==> config.mk <==
export PLATFORM = sky130hd
export DESIGN_NAME = weight_bram_loader_flat
export DESIGN_NICKNAME = d
export VERILOG_FILES = /design/src/rtl/weight_bram_loader_pkg.sv /design/src/rtl/weight_bram_loader_if.sv /design/src/rtl/weight_wr_addr_gen.sv /design/src/rtl/weight_bram_loader.sv /design/src/flat_wrapper.sv
export SDC_FILE = /design/constraint.sdc
export NUM_CORES = 1
export LEC_CHECK = 0
export CAP_MARGIN = 20
export CORE_ASPECT_RATIO = 0.9
export CORE_MARGIN = 5
export CORE_UTILIZATION = 40
export DETAILED_ROUTE_END_ITERATION = 6
export GPL_TIMING_DRIVEN = 0
export PLACE_DENSITY = 0.78
export SETUP_SLACK_MARGIN = 0.1
export SYNTH_ARGS = -nofsm -noshare
export SYNTH_HDL_FRONTEND = slang
export SYNTH_SLANG_ARGS = --single-unit
==> constraint.sdc <==
create_clock -name clk_i -period 6.9 [get_ports clk_i]
set_input_delay 2.07 -clock clk_i [delete_from_list [all_inputs] [get_ports clk_i]]
set_output_delay 2.07 -clock clk_i [all_outputs]
set_load 0.01 [all_outputs]
==> src/rtl/weight_bram_loader_pkg.sv <==
// Shared geometry and state encoding for the weight BRAM loader and its read counter.
package weight_bram_loader_pkg;

    localparam int unsigned NumBramsDef  = 16;
    localparam int unsigned AddrWidthDef = 9;
    localparam int unsigned DataWidthDef = 16;
    localparam int unsigned BankIdxWDef  = $clog2(NumBramsDef);

    typedef enum logic [2:0] {
        StIdle   = 3'd0,
        StLoad   = 3'd1,
        StKick   = 3'd2,
        StWaitRd = 3'd3,
        StDone   = 3'd4
    } state_e;

    // Keeps a bank index at least one bit wide even for a single-bank build.
    function automatic int unsigned idx_width(input int unsigned n);
        return (n > 1) ? $clog2(n) : 1;
    endfunction

endpackage

==> src/rtl/weight_bram_loader_if.sv <==
// Valid/ready weight-word stream feeding the loader.
interface weight_bram_loader_if import weight_bram_loader_pkg::*; #(
    parameter int unsigned DATA_WIDTH = DataWidthDef
) ();

    logic [DATA_WIDTH-1:0] s_data;
    logic                  s_valid;
    logic                  s_ready;

    modport master (output s_data, output s_valid, input s_ready);
    modport slave  (input s_data, input s_valid, output s_ready);

endinterface

==> src/rtl/weight_wr_addr_gen.sv <==
// Bank/row counter pair: turns accepted beats into a one-hot bank write at base + row.
module weight_wr_addr_gen import weight_bram_loader_pkg::*; #(
    parameter int unsigned NUM_BRAMS  = NumBramsDef,
    parameter int unsigned ADDR_WIDTH = AddrWidthDef
) (
    input  logic                  clk_i,
    input  logic                  rst_n,
    input  logic                  clear_i,
    input  logic                  accept_i,
    input  logic [ADDR_WIDTH-1:0] base_i,
    input  logic [ADDR_WIDTH:0]   num_rows_i,
    output logic [NUM_BRAMS-1:0]  we_o,
    output logic [ADDR_WIDTH-1:0] addr_o,
    output logic                  last_o
);

    localparam int unsigned     BankW   = idx_width(NUM_BRAMS);
    localparam logic [BankW-1:0] BankMax = BankW'(NUM_BRAMS - 1);

    logic [BankW-1:0]      bank_q, bank_d;
    logic [ADDR_WIDTH-1:0] row_q, row_d;
    logic [NUM_BRAMS-1:0]  we_q, we_d;
    logic [ADDR_WIDTH-1:0] addr_q, addr_d;
    logic                  bank_wrap;

    always_comb begin
        bank_wrap = (bank_q == BankMax);
        // Last beat: final bank of the final row.
        last_o    = bank_wrap && ({1'b0, row_q} == (num_rows_i - (ADDR_WIDTH + 1)'(1)));
        bank_d    = bank_q;
        row_d     = row_q;
        we_d      = '0;
        addr_d    = addr_q;
        if (clear_i) begin
            bank_d = '0;
            row_d  = '0;
        end else if (accept_i) begin
            we_d   = NUM_BRAMS'(1) << bank_q;
            addr_d = base_i + row_q;
            if (bank_wrap) begin
                bank_d = '0;
                row_d  = row_q + ADDR_WIDTH'(1);
            end else begin
                bank_d = bank_q + BankW'(1);
            end
        end
    end

    always_ff @(posedge clk_i or negedge rst_n) begin
        if (!rst_n) begin
            bank_q <= '0;
            row_q  <= '0;
            we_q   <= '0;
            addr_q <= '0;
        end else begin
            bank_q <= bank_d;
            row_q  <= row_d;
            we_q   <= we_d;
            addr_q <= addr_d;
        end
    end

    assign we_o   = we_q;
    assign addr_o = addr_q;

endmodule

==> src/rtl/weight_bram_loader.sv <==
// Write-side weight BRAM loader: fills the bank window, kicks the read counter, waits for done.
module weight_bram_loader import weight_bram_loader_pkg::*; #(
    parameter int unsigned NUM_BRAMS  = NumBramsDef,
    parameter int unsigned ADDR_WIDTH = AddrWidthDef,
    parameter int unsigned DATA_WIDTH = DataWidthDef
) (
    input  logic                            clk_i,
    input  logic                            rst_n,
    input  logic                            load_start_i,
    input  logic [ADDR_WIDTH-1:0]           base_addr_i,
    input  logic [ADDR_WIDTH:0]             num_rows_i,
    weight_bram_loader_if.slave             s_if,
    output logic [NUM_BRAMS-1:0]            w_we_o,
    output logic [ADDR_WIDTH-1:0]           w_addr_wr_o,
    output logic [NUM_BRAMS*DATA_WIDTH-1:0] w_din_flat_o,
    output logic                            rd_start_o,
    output logic [ADDR_WIDTH-1:0]           rd_addr_start_o,
    output logic [ADDR_WIDTH-1:0]           rd_addr_end_o,
    input  logic                            rd_done_i,
    output logic                            busy_o,
    output logic                            load_done_o,
    output logic                            cfg_err_o
);

    localparam logic [ADDR_WIDTH:0] Depth = {1'b1, {ADDR_WIDTH{1'b0}}};

    state_e                          state_q, state_d;
    logic [ADDR_WIDTH-1:0]           base_q, base_d;
    logic [ADDR_WIDTH:0]             nrows_q, nrows_d;
    logic [ADDR_WIDTH-1:0]           rd_as_q, rd_as_d;
    logic [ADDR_WIDTH-1:0]           rd_ae_q, rd_ae_d;
    logic [NUM_BRAMS*DATA_WIDTH-1:0] w_din_q, w_din_d;
    logic                            s_ready_q, s_ready_d;
    logic                            rd_start_q, rd_start_d;
    logic                            busy_q, busy_d;
    logic                            load_done_q, load_done_d;
    logic                            cfg_err_q, cfg_err_d;

    logic                  accept, last_beat, clear, cfg_ok;
    logic [ADDR_WIDTH:0]   span_end;

    assign accept = s_if.s_valid && s_ready_q;

    weight_wr_addr_gen #(
        .NUM_BRAMS  (NUM_BRAMS),
        .ADDR_WIDTH (ADDR_WIDTH)
    ) u_addr_gen (
        .clk_i      (clk_i),
        .rst_n      (rst_n),
        .clear_i    (clear),
        .accept_i   (accept),
        .base_i     (base_q),
        .num_rows_i (nrows_q),
        .we_o       (w_we_o),
        .addr_o     (w_addr_wr_o),
        .last_o     (last_beat)
    );

    always_comb begin
        // Window must fit in the bank; num_rows is bounded first so the sum cannot wrap.
        span_end    = {1'b0, base_addr_i} + num_rows_i;
        cfg_ok      = (num_rows_i != '0) && (num_rows_i <= Depth) && (span_end <= Depth);
        state_d     = state_q;
        base_d      = base_q;
        nrows_d     = nrows_q;
        rd_as_d     = rd_as_q;
        rd_ae_d     = rd_ae_q;
        clear       = 1'b0;
        rd_start_d  = 1'b0;
        load_done_d = 1'b0;
        cfg_err_d   = 1'b0;
        w_din_d     = accept ? {NUM_BRAMS{s_if.s_data}} : w_din_q;
        unique case (state_q)
            StIdle: begin
                if (load_start_i) begin
                    if (cfg_ok) begin
                        state_d = StLoad;
                        base_d  = base_addr_i;
                        nrows_d = num_rows_i;
                        clear   = 1'b1;
                    end else begin
                        cfg_err_d = 1'b1;
                    end
                end
            end
            StLoad: begin
                // rd_start lands in the same cycle as the final write.
                if (accept && last_beat) begin
                    state_d    = StKick;
                    rd_start_d = 1'b1;
                    rd_as_d    = base_q;
                    rd_ae_d    = base_q + nrows_q[ADDR_WIDTH-1:0] - ADDR_WIDTH'(1);
                end
            end
            StKick: state_d = StWaitRd;
            StWaitRd: begin
                if (rd_done_i) begin
                    state_d     = StDone;
                    load_done_d = 1'b1;
                end
            end
            StDone:  state_d = StIdle;
            default: state_d = StIdle;
        endcase
        s_ready_d = (state_d == StLoad);
        busy_d    = (state_d != StIdle);
    end

    always_ff @(posedge clk_i or negedge rst_n) begin
        if (!rst_n) begin
            state_q     <= StIdle;
            base_q      <= '0;
            nrows_q     <= '0;
            rd_as_q     <= '0;
            rd_ae_q     <= '0;
            w_din_q     <= '0;
            s_ready_q   <= 1'b0;
            rd_start_q  <= 1'b0;
            busy_q      <= 1'b0;
            load_done_q <= 1'b0;
            cfg_err_q   <= 1'b0;
        end else begin
            state_q     <= state_d;
            base_q      <= base_d;
            nrows_q     <= nrows_d;
            rd_as_q     <= rd_as_d;
            rd_ae_q     <= rd_ae_d;
            w_din_q     <= w_din_d;
            s_ready_q   <= s_ready_d;
            rd_start_q  <= rd_start_d;
            busy_q      <= busy_d;
            load_done_q <= load_done_d;
            cfg_err_q   <= cfg_err_d;
        end
    end

    assign s_if.s_ready    = s_ready_q;
    assign w_din_flat_o    = w_din_q;
    assign rd_start_o      = rd_start_q;
    assign rd_addr_start_o = rd_as_q;
    assign rd_addr_end_o   = rd_ae_q;
    assign busy_o          = busy_q;
    assign load_done_o     = load_done_q;
    assign cfg_err_o       = cfg_err_q;

endmodule

==> src/flat_wrapper.sv <==
// flat-port wrapper written by rule: the top's interface ports become plain ports
module weight_bram_loader_flat import weight_bram_loader_pkg::*;
#(
    parameter int unsigned NUM_BRAMS  = NumBramsDef,
    parameter int unsigned ADDR_WIDTH = AddrWidthDef,
    parameter int unsigned DATA_WIDTH = DataWidthDef
)
  (clk_i, rst_n, load_start_i, base_addr_i, num_rows_i, w_we_o, w_addr_wr_o, w_din_flat_o, rd_start_o, rd_addr_start_o, rd_addr_end_o, rd_done_i, busy_o, load_done_o, cfg_err_o, s_if_s_data, s_if_s_valid, s_if_s_ready);
  weight_bram_loader_if #(.DATA_WIDTH(DATA_WIDTH)) s_if_i ();
  input  logic clk_i;
  input  logic rst_n;
  input  logic load_start_i;
  input  logic [ADDR_WIDTH-1:0] base_addr_i;
  input  logic [ADDR_WIDTH:0] num_rows_i;
  output logic [NUM_BRAMS-1:0] w_we_o;
  output logic [ADDR_WIDTH-1:0] w_addr_wr_o;
  output logic [NUM_BRAMS*DATA_WIDTH-1:0] w_din_flat_o;
  output logic rd_start_o;
  output logic [ADDR_WIDTH-1:0] rd_addr_start_o;
  output logic [ADDR_WIDTH-1:0] rd_addr_end_o;
  input  logic rd_done_i;
  output logic busy_o;
  output logic load_done_o;
  output logic cfg_err_o;
  input wire logic [$bits(s_if_i.s_data)-1:0] s_if_s_data;
  input wire logic [$bits(s_if_i.s_valid)-1:0] s_if_s_valid;
  output wire logic [$bits(s_if_i.s_ready)-1:0] s_if_s_ready;
  assign s_if_i.s_data = s_if_s_data;
  assign s_if_i.s_valid = s_if_s_valid;
  assign s_if_s_ready = s_if_i.s_ready;
  weight_bram_loader #(.NUM_BRAMS(NUM_BRAMS), .ADDR_WIDTH(ADDR_WIDTH), .DATA_WIDTH(DATA_WIDTH)) u_core (.clk_i(clk_i), .rst_n(rst_n), .load_start_i(load_start_i), .base_addr_i(base_addr_i), .num_rows_i(num_rows_i), .s_if(s_if_i), .w_we_o(w_we_o), .w_addr_wr_o(w_addr_wr_o), .w_din_flat_o(w_din_flat_o), .rd_start_o(rd_start_o), .rd_addr_start_o(rd_addr_start_o), .rd_addr_end_o(rd_addr_end_o), .rd_done_i(rd_done_i), .busy_o(busy_o), .load_done_o(load_done_o), .cfg_err_o(cfg_err_o));
endmodule
* Yosys cells after proc, flatten, opt, wreduce, memory -nomap -nowiden
Index checks and enable logic that the tools add are counted.
W data, S select, Z words.
** Cells by class
- $add $sub $neg :: 7
- Multipliers :: 0
- Divide/modulo/power cells :: 0
- Magnitude comparators :: 2
- Eq/ne operators :: 6
- Shift operators :: 1
- Mux-type cells :: 23
- Bitwise gates (word level) :: 1
- Reductions and logical operators :: 14
** Operators with widths (count)
- $mux W16 :: 2
- $mux W9 :: 3
- $le A10 B10 Y1 const B :: 2
- $add A9 B9 Y9 :: 2
- $shl A1 B4 Y16 const A :: 1
- $mux W3 :: 4
- $mux W4 :: 3
- $pmux W3 S4 :: 1
- $add A9 B10 Y10 :: 1
- $eq A9 B10 Y1 :: 1
- $mux W1 :: 10
- $reduce_bool A10 Y1 :: 1
- $sub A10 B1 Y10 const B :: 1
- $add A9 B1 Y9 const B :: 1
- $sub A9 B1 Y9 const B :: 1
- $eq A3 B1 Y1 const B :: 2
- $eq A3 B2 Y1 const B :: 2
- $reduce_and A2 Y1 :: 3
- $logic_and A1 B1 Y1 :: 5
- $add A4 B1 Y4 const B :: 1
- $eq A4 B4 Y1 const B :: 1
- $reduce_bool A2 Y1 :: 2
- $logic_not A3 Y1 :: 1
- $reduce_and A3 Y1 :: 1
- 2 further kinds :: 2
** Storage, ports and cells
- Bits in registers :: 339
- Bits in latches :: 0
- RAM bits :: 0
- ROM bits :: 0
- Input port bits :: 40
- Word-level logic and storage cells :: 69
- Memories :: 0

* Longest topological paths before layout
- Depth after elaboration :: 8
- Gate-level depth with buffers :: 13

* Hierarchy
From an unflattened synthesis, not the netlist that was laid out.
** Second synthesis, totals
- Cells, all modules :: 757
- Area total of the unflattened synthesis :: 7278.2 µm²
** Modules (own cells, without submodules)
- weight_bram_loader :: instances 1, cells each 539, area an instance 5126.2 µm², sequential area each 1526.5 µm²
- weight_wr_addr_gen :: instances 1, cells each 218, area an instance 2152.1 µm², sequential area each 950.9 µm²

* Least setup slack after synthesis
Ideal clock, no wire load.
- Kind :: in2reg
- From :: input base_addr_i[0]
- To :: register u_core.nrows_q[5]
- Setup time :: 0.127 ns
- Data arrival time :: 4.650 ns
- Data required time :: 6.773 ns
- Setup slack :: 2.123 ns
- Stages :: 11
- Cell sequence :: ha_1 fa_1 xor2_1 or4_1 a211oi_2 o211ai_2 nor3_4 o2111ai_4 nand2_4 buf_8 mux2_1
** Between the ends
- Longest elaborated chain between the ends :: 4
** RTL lines
- start, declared :: line flat_wrapper.sv:13 : input logic [ADDR_WIDTH-1:0] base_addr_i;
- $add A9 B10 Y10 :: line weight_bram_loader.sv:61 : span_end = {1'b0, base_addr_i} + num_rows_i;
- $le A10 B10 Y1 :: line weight_bram_loader.sv:62 : cfg_ok = (num_rows_i != '0) && (num_rows_i <= Depth) && (span_end <= Depth);
- $logic_and A1 B1 Y1 :: line weight_bram_loader.sv:62
- $reduce_and A3 Y1 (no source line)
- end signal, assigned :: line weight_bram_loader.sv:125 : nrows_q <= nrows_d;
- end, declared :: line weight_bram_loader.sv:29 : logic [ADDR_WIDTH:0] nrows_q, nrows_d;
No other way between the ends.
A chain may end at the register's enable or synchronous reset.

* Worst setup path after layout
- From :: input num_rows_i[0]
- To :: register u_core.u_addr_gen.we_q[1], in the netlist u_core.u_addr_gen.we_o[1]
** Between the ends
- Longest elaborated chain between the ends :: 7
** RTL lines
- start, declared :: line flat_wrapper.sv:14 : input logic [ADDR_WIDTH:0] num_rows_i;
- $add A9 B10 Y10, or another cell as far along :: line weight_bram_loader.sv:61
- $le A10 B10 Y1 / $logic_and A1 B1 Y1 (equally long branches) :: line weight_bram_loader.sv:62
- $logic_and A1 B1 Y1 (*) :: line weight_bram_loader.sv:62
- $mux W1 (*) :: line weight_bram_loader.sv:76 : if (cfg_ok) begin
- $mux W1 (*) :: line weight_bram_loader.sv:75 : if (load_start_i) begin
- $mux W1 (*) :: line weight_bram_loader.sv:73 : unique case (state_q)
- $mux W16 (*) :: line weight_wr_addr_gen.sv:34 : if (clear_i) begin
- net u_core.u_addr_gen.we_d[1] :: line weight_wr_addr_gen.sv:22 : logic [NUM_BRAMS-1:0] we_q, we_d;
- end signal, assigned :: line weight_wr_addr_gen.sv:58 : we_q <= we_d;
- end, declared :: line weight_wr_addr_gen.sv:22
The timed path passes the listed nets; every way through them passes the cells marked *.

==> metrics.yaml <==
routing:
  routedWlPerCell_um: 15.3
  dr_total_vias: 5864
  routed_via_density: 4.36
  ant_nets: 0
  route.detailed.drc: 0
  first_pass_iters: 4
  dr.first_iter.drc_count: 225
  wl_mm: 20.6
critical_path:
  crit_fanout: 10
  worstPathArrival_ns: 5.44
  cp-end-kind: "register"
  critical_path.cell_chain: "clkdlybuf4s50_1 -> ha_1 -> fa_1 -> and3_1 -> o2111ai_1 -> a21oi_1 -> o2111ai_1 -> nor3_4 -> o21ai_2 -> nand3_4 -> buf_12 -> nor4b_1"
  worstSetupStartpointType: "primary input"
  worstSetupPathType: "primary input to register"
  crit_top_cell: "o2111ai_1"
  crit_path_max_incr_delay_ns: 0.53
  slowest_stage: "nor4b_1"
  worstPathRequired_ns: 7.08
place:
  place_congestion: 0.905
  io_buffers: 343
  hpwlAfterDp_mm: 17.2
  dp.cells: 1328
  place_ws_ns: 1.30
synth:
  synth_ff_type: "dfrtp_1"
  syn-mean-instance-area_sq_um: 9.82
  ys_ff_latch: 99
  synth_nets: 827
  synth.distinct_cells: 61
  synth_edf_count: 0
  synth_top_area_cell: "dfrtp_1"
  syn-cell-area_sq_um: 7300
  synth_top_area_share: 0.339
  synth_warnings: 0
  synthTopCellsByArea: "dfrtp_1 (34%), buf_4 (25%), ha_1 (6.9%), mux2_2 (4.3%), xnor2_1 (2.8%)"
  synthArstFlopShare: 1.00
  syn_inst: 744
  yosysSeqAreaShare: 0.339
  synthMostInstantiatedCell: "buf_4"
  synthTopCellsByCount: "buf_4 (240), dfrtp_1 (99), ha_1 (40), inv_1 (40), nand2_1 (35)"
final_layout:
  drive_gt1_frac: 0.289
  diodes: 0
  final_cells: 1344
  area_growth_pct: 55.3
  nNetsFinal: 1182
sta:
  tightestPinTransition_ns: 0.723
  fmax_ghz: 0.190
  fin_crit_ns: 5.26
  slew_violations: 0
  slew_headroom: 0.511
  fin_skew_ns: 0.0133
  period_share: 0.762
  finalHoldViolCount: 0
  fin_hold_ws_ns: 0.487
  setup_viol_count_final: 0
  finalWorstSetupSlack_ns: 1.64
  fin_setup_tns_ns: 0
  rsz0062_at_grt: "no"
cts:
  clockBufferDepth: 2
  cts_tree: "yes"
  ctsResizeCount: 0
  post_cts_buffers: 0
  holdBufCountCts: 0
  clkSlewWorstSetupHoldPaths_ns: 0.07
  cts_buffers: 9
  clock-sinks: 99
  insertion_delay_ns: 0.35
  cts.htree.levels: 3
  root_buffer: "clkbuf_16"
floorplanning:
  dieWidth_um: 152
  coreArea_sq_um: 17800
  dieArea_sq_um: 21100
  start_util: 0.411
  die_h_um: 138
  io_pins: 344
  rows: 46
hold_path:
  hp-class: "register to register"
global_route:
  grt_pass1_wl_mm: 31.6
  grt_start_max_net_pins: 53
  grtUsageTotal: 0.186
  antenna_found_initial: 0
  grt.overflow.total: 0
  grt_pass1_vias: 5393
run:
  max_cap_viol_count: 0
power_and_ir_drop:
  ir_drop_mv: 0.178
  leakage_uw: 0.00528
  power_density_nw_per_um2: 368
run_status:
  status: "completed"
power breakdown:
group	switching (uW)	internal (uW)	total (uW)
Clock	225	256	481
Sequential	234	712	946
Combinational	1060	1690	2750
cells by family (layout without fill, tap and decap cells):
logic type,after synthesis,after routing,synth area share
adder cells (fa/ha/maj),43,43,0.0767
XOR/XNOR,40,40,0.0480
flip-flops,99,99,0.339
AO/OA/AOI/OAI,81,81,0.0742
AND/OR/NAND/NOR,138,138,0.101
buffers and inverters,297,657,0.284
multiplexers,46,46,0.0774
worst max-delay path, delay by kind of cell:
kind,cells,cell delay [ns]
adder cells (fa/ha/maj),2,0.64
AO/OA/AOI/OAI,4,1.02
AND/OR/NAND/NOR,4,1.03
buffers and inverters,2,0.67
worst paths after layout:
path                                          from                        end  slack [ns]  depth (start not counted)
min reg2reg                u_core.rd_addr_end_o[2]    u_core.rd_addr_end_o[2]        0.49                          2
max reg2reg                      u_core.nrows_q[0]    u_core.rd_addr_end_o[3]        4.18                         11
min                        u_core.rd_addr_end_o[2]    u_core.rd_addr_end_o[2]        0.49                          2
min in group asynchronous                    rst_n    u_core.rd_addr_end_o[6]        1.77                          1
max in group asynchronous                    rst_n          u_core.nrows_q[8]        4.46                          2
max                                  num_rows_i[0]  u_core.u_addr_gen.we_o[1]        1.64                         12
state kept, by name, indices dropped and copies added, names as in the netlist:
signal,cells
u_core.rd_addr_end_o,9
u_core.nrows_q,10
u_core.w_din_flat_o,16
u_core.s_if.s_ready,1
u_core.rd_addr_start_o,9
u_core.load_done_o,1
u_core.rd_start_o,1
u_core.u_addr_gen.bank_q,4
u_core.u_addr_gen.row_q,9
u_core.busy_o,1
u_core.base_q,9
u_core.u_addr_gen.addr_o,9
u_core.cfg_err_o,1
u_core.u_addr_gen.we_o,16
u_core.state_q,3
cell type report:
| class | count | area [sq um] |
|---|---|---|
| Fill cell | 1501 | 6440 |
| Timing Repair Buffer | 344 | 3460 |
| Multi-Input combinational cell | 348 | 2750 |
| Sequential cell | 99 | 2480 |
| Buffer | 257 | 1920 |
| Tap cell | 240 | 300 |
| Clock buffer | 11 | 243 |
| Inverter | 40 | 150 |
| Clock inverter | 5 | 36.3 |
stage by stage:
step | power, uW | instance area [sq um] | util
final | 4170 | 11300 | 0.638
after global placement | 3680 | 11000 | 0.621
after CTS | 4230 | 11300 | 0.638
after global routing | 4450 | 11300 | 0.638
after floorplan | 2460 | 7300 | -
after detailed placement | 3730 | 11100 | 0.622
layer usage:
layer | up-vias | routed length, um | global-route usage
li1 | 2950 | - | -
met2 | 178 | 11000 | 0.353
met5 | - | 0 | 0
met3 | 16 | 1020 | 0.0324
met4 | 0 | 240 | 0.0347
met1 | 2720 | 8310 | 0.220
layout by cell type, fill, tap and decap left out, types with 3 or more instances in the layout:
cell	Yosys	final
a21o_1	13	13
a21oi_1	19	19
and3_1	3	3
buf_2	5	5
buf_4	240	241
clkbuf_1	7	8
clkbuf_16	0	9
clkdlybuf4s50_1	0	342
dfrtp_1	99	99
fa_1	3	3
ha_1	40	40
inv_1	40	40
mux2_1	4	4
mux2_2	28	28
mux2_4	13	13
nand2_1	35	35
nand2b_1	5	5
nand3_1	15	15
nand4_1	7	7
nor2_1	31	31
nor2b_1	5	5
nor3_1	11	11
nor3b_1	4	4
nor4_1	3	3
nor4b_1	3	3
o211ai_1	4	4
o21ai_0	15	15
o21ai_1	9	9
or4_1	3	3
xnor2_1	23	23
xor2_1	17	17
Note: power is estimated with default switching activity, not from simulation.
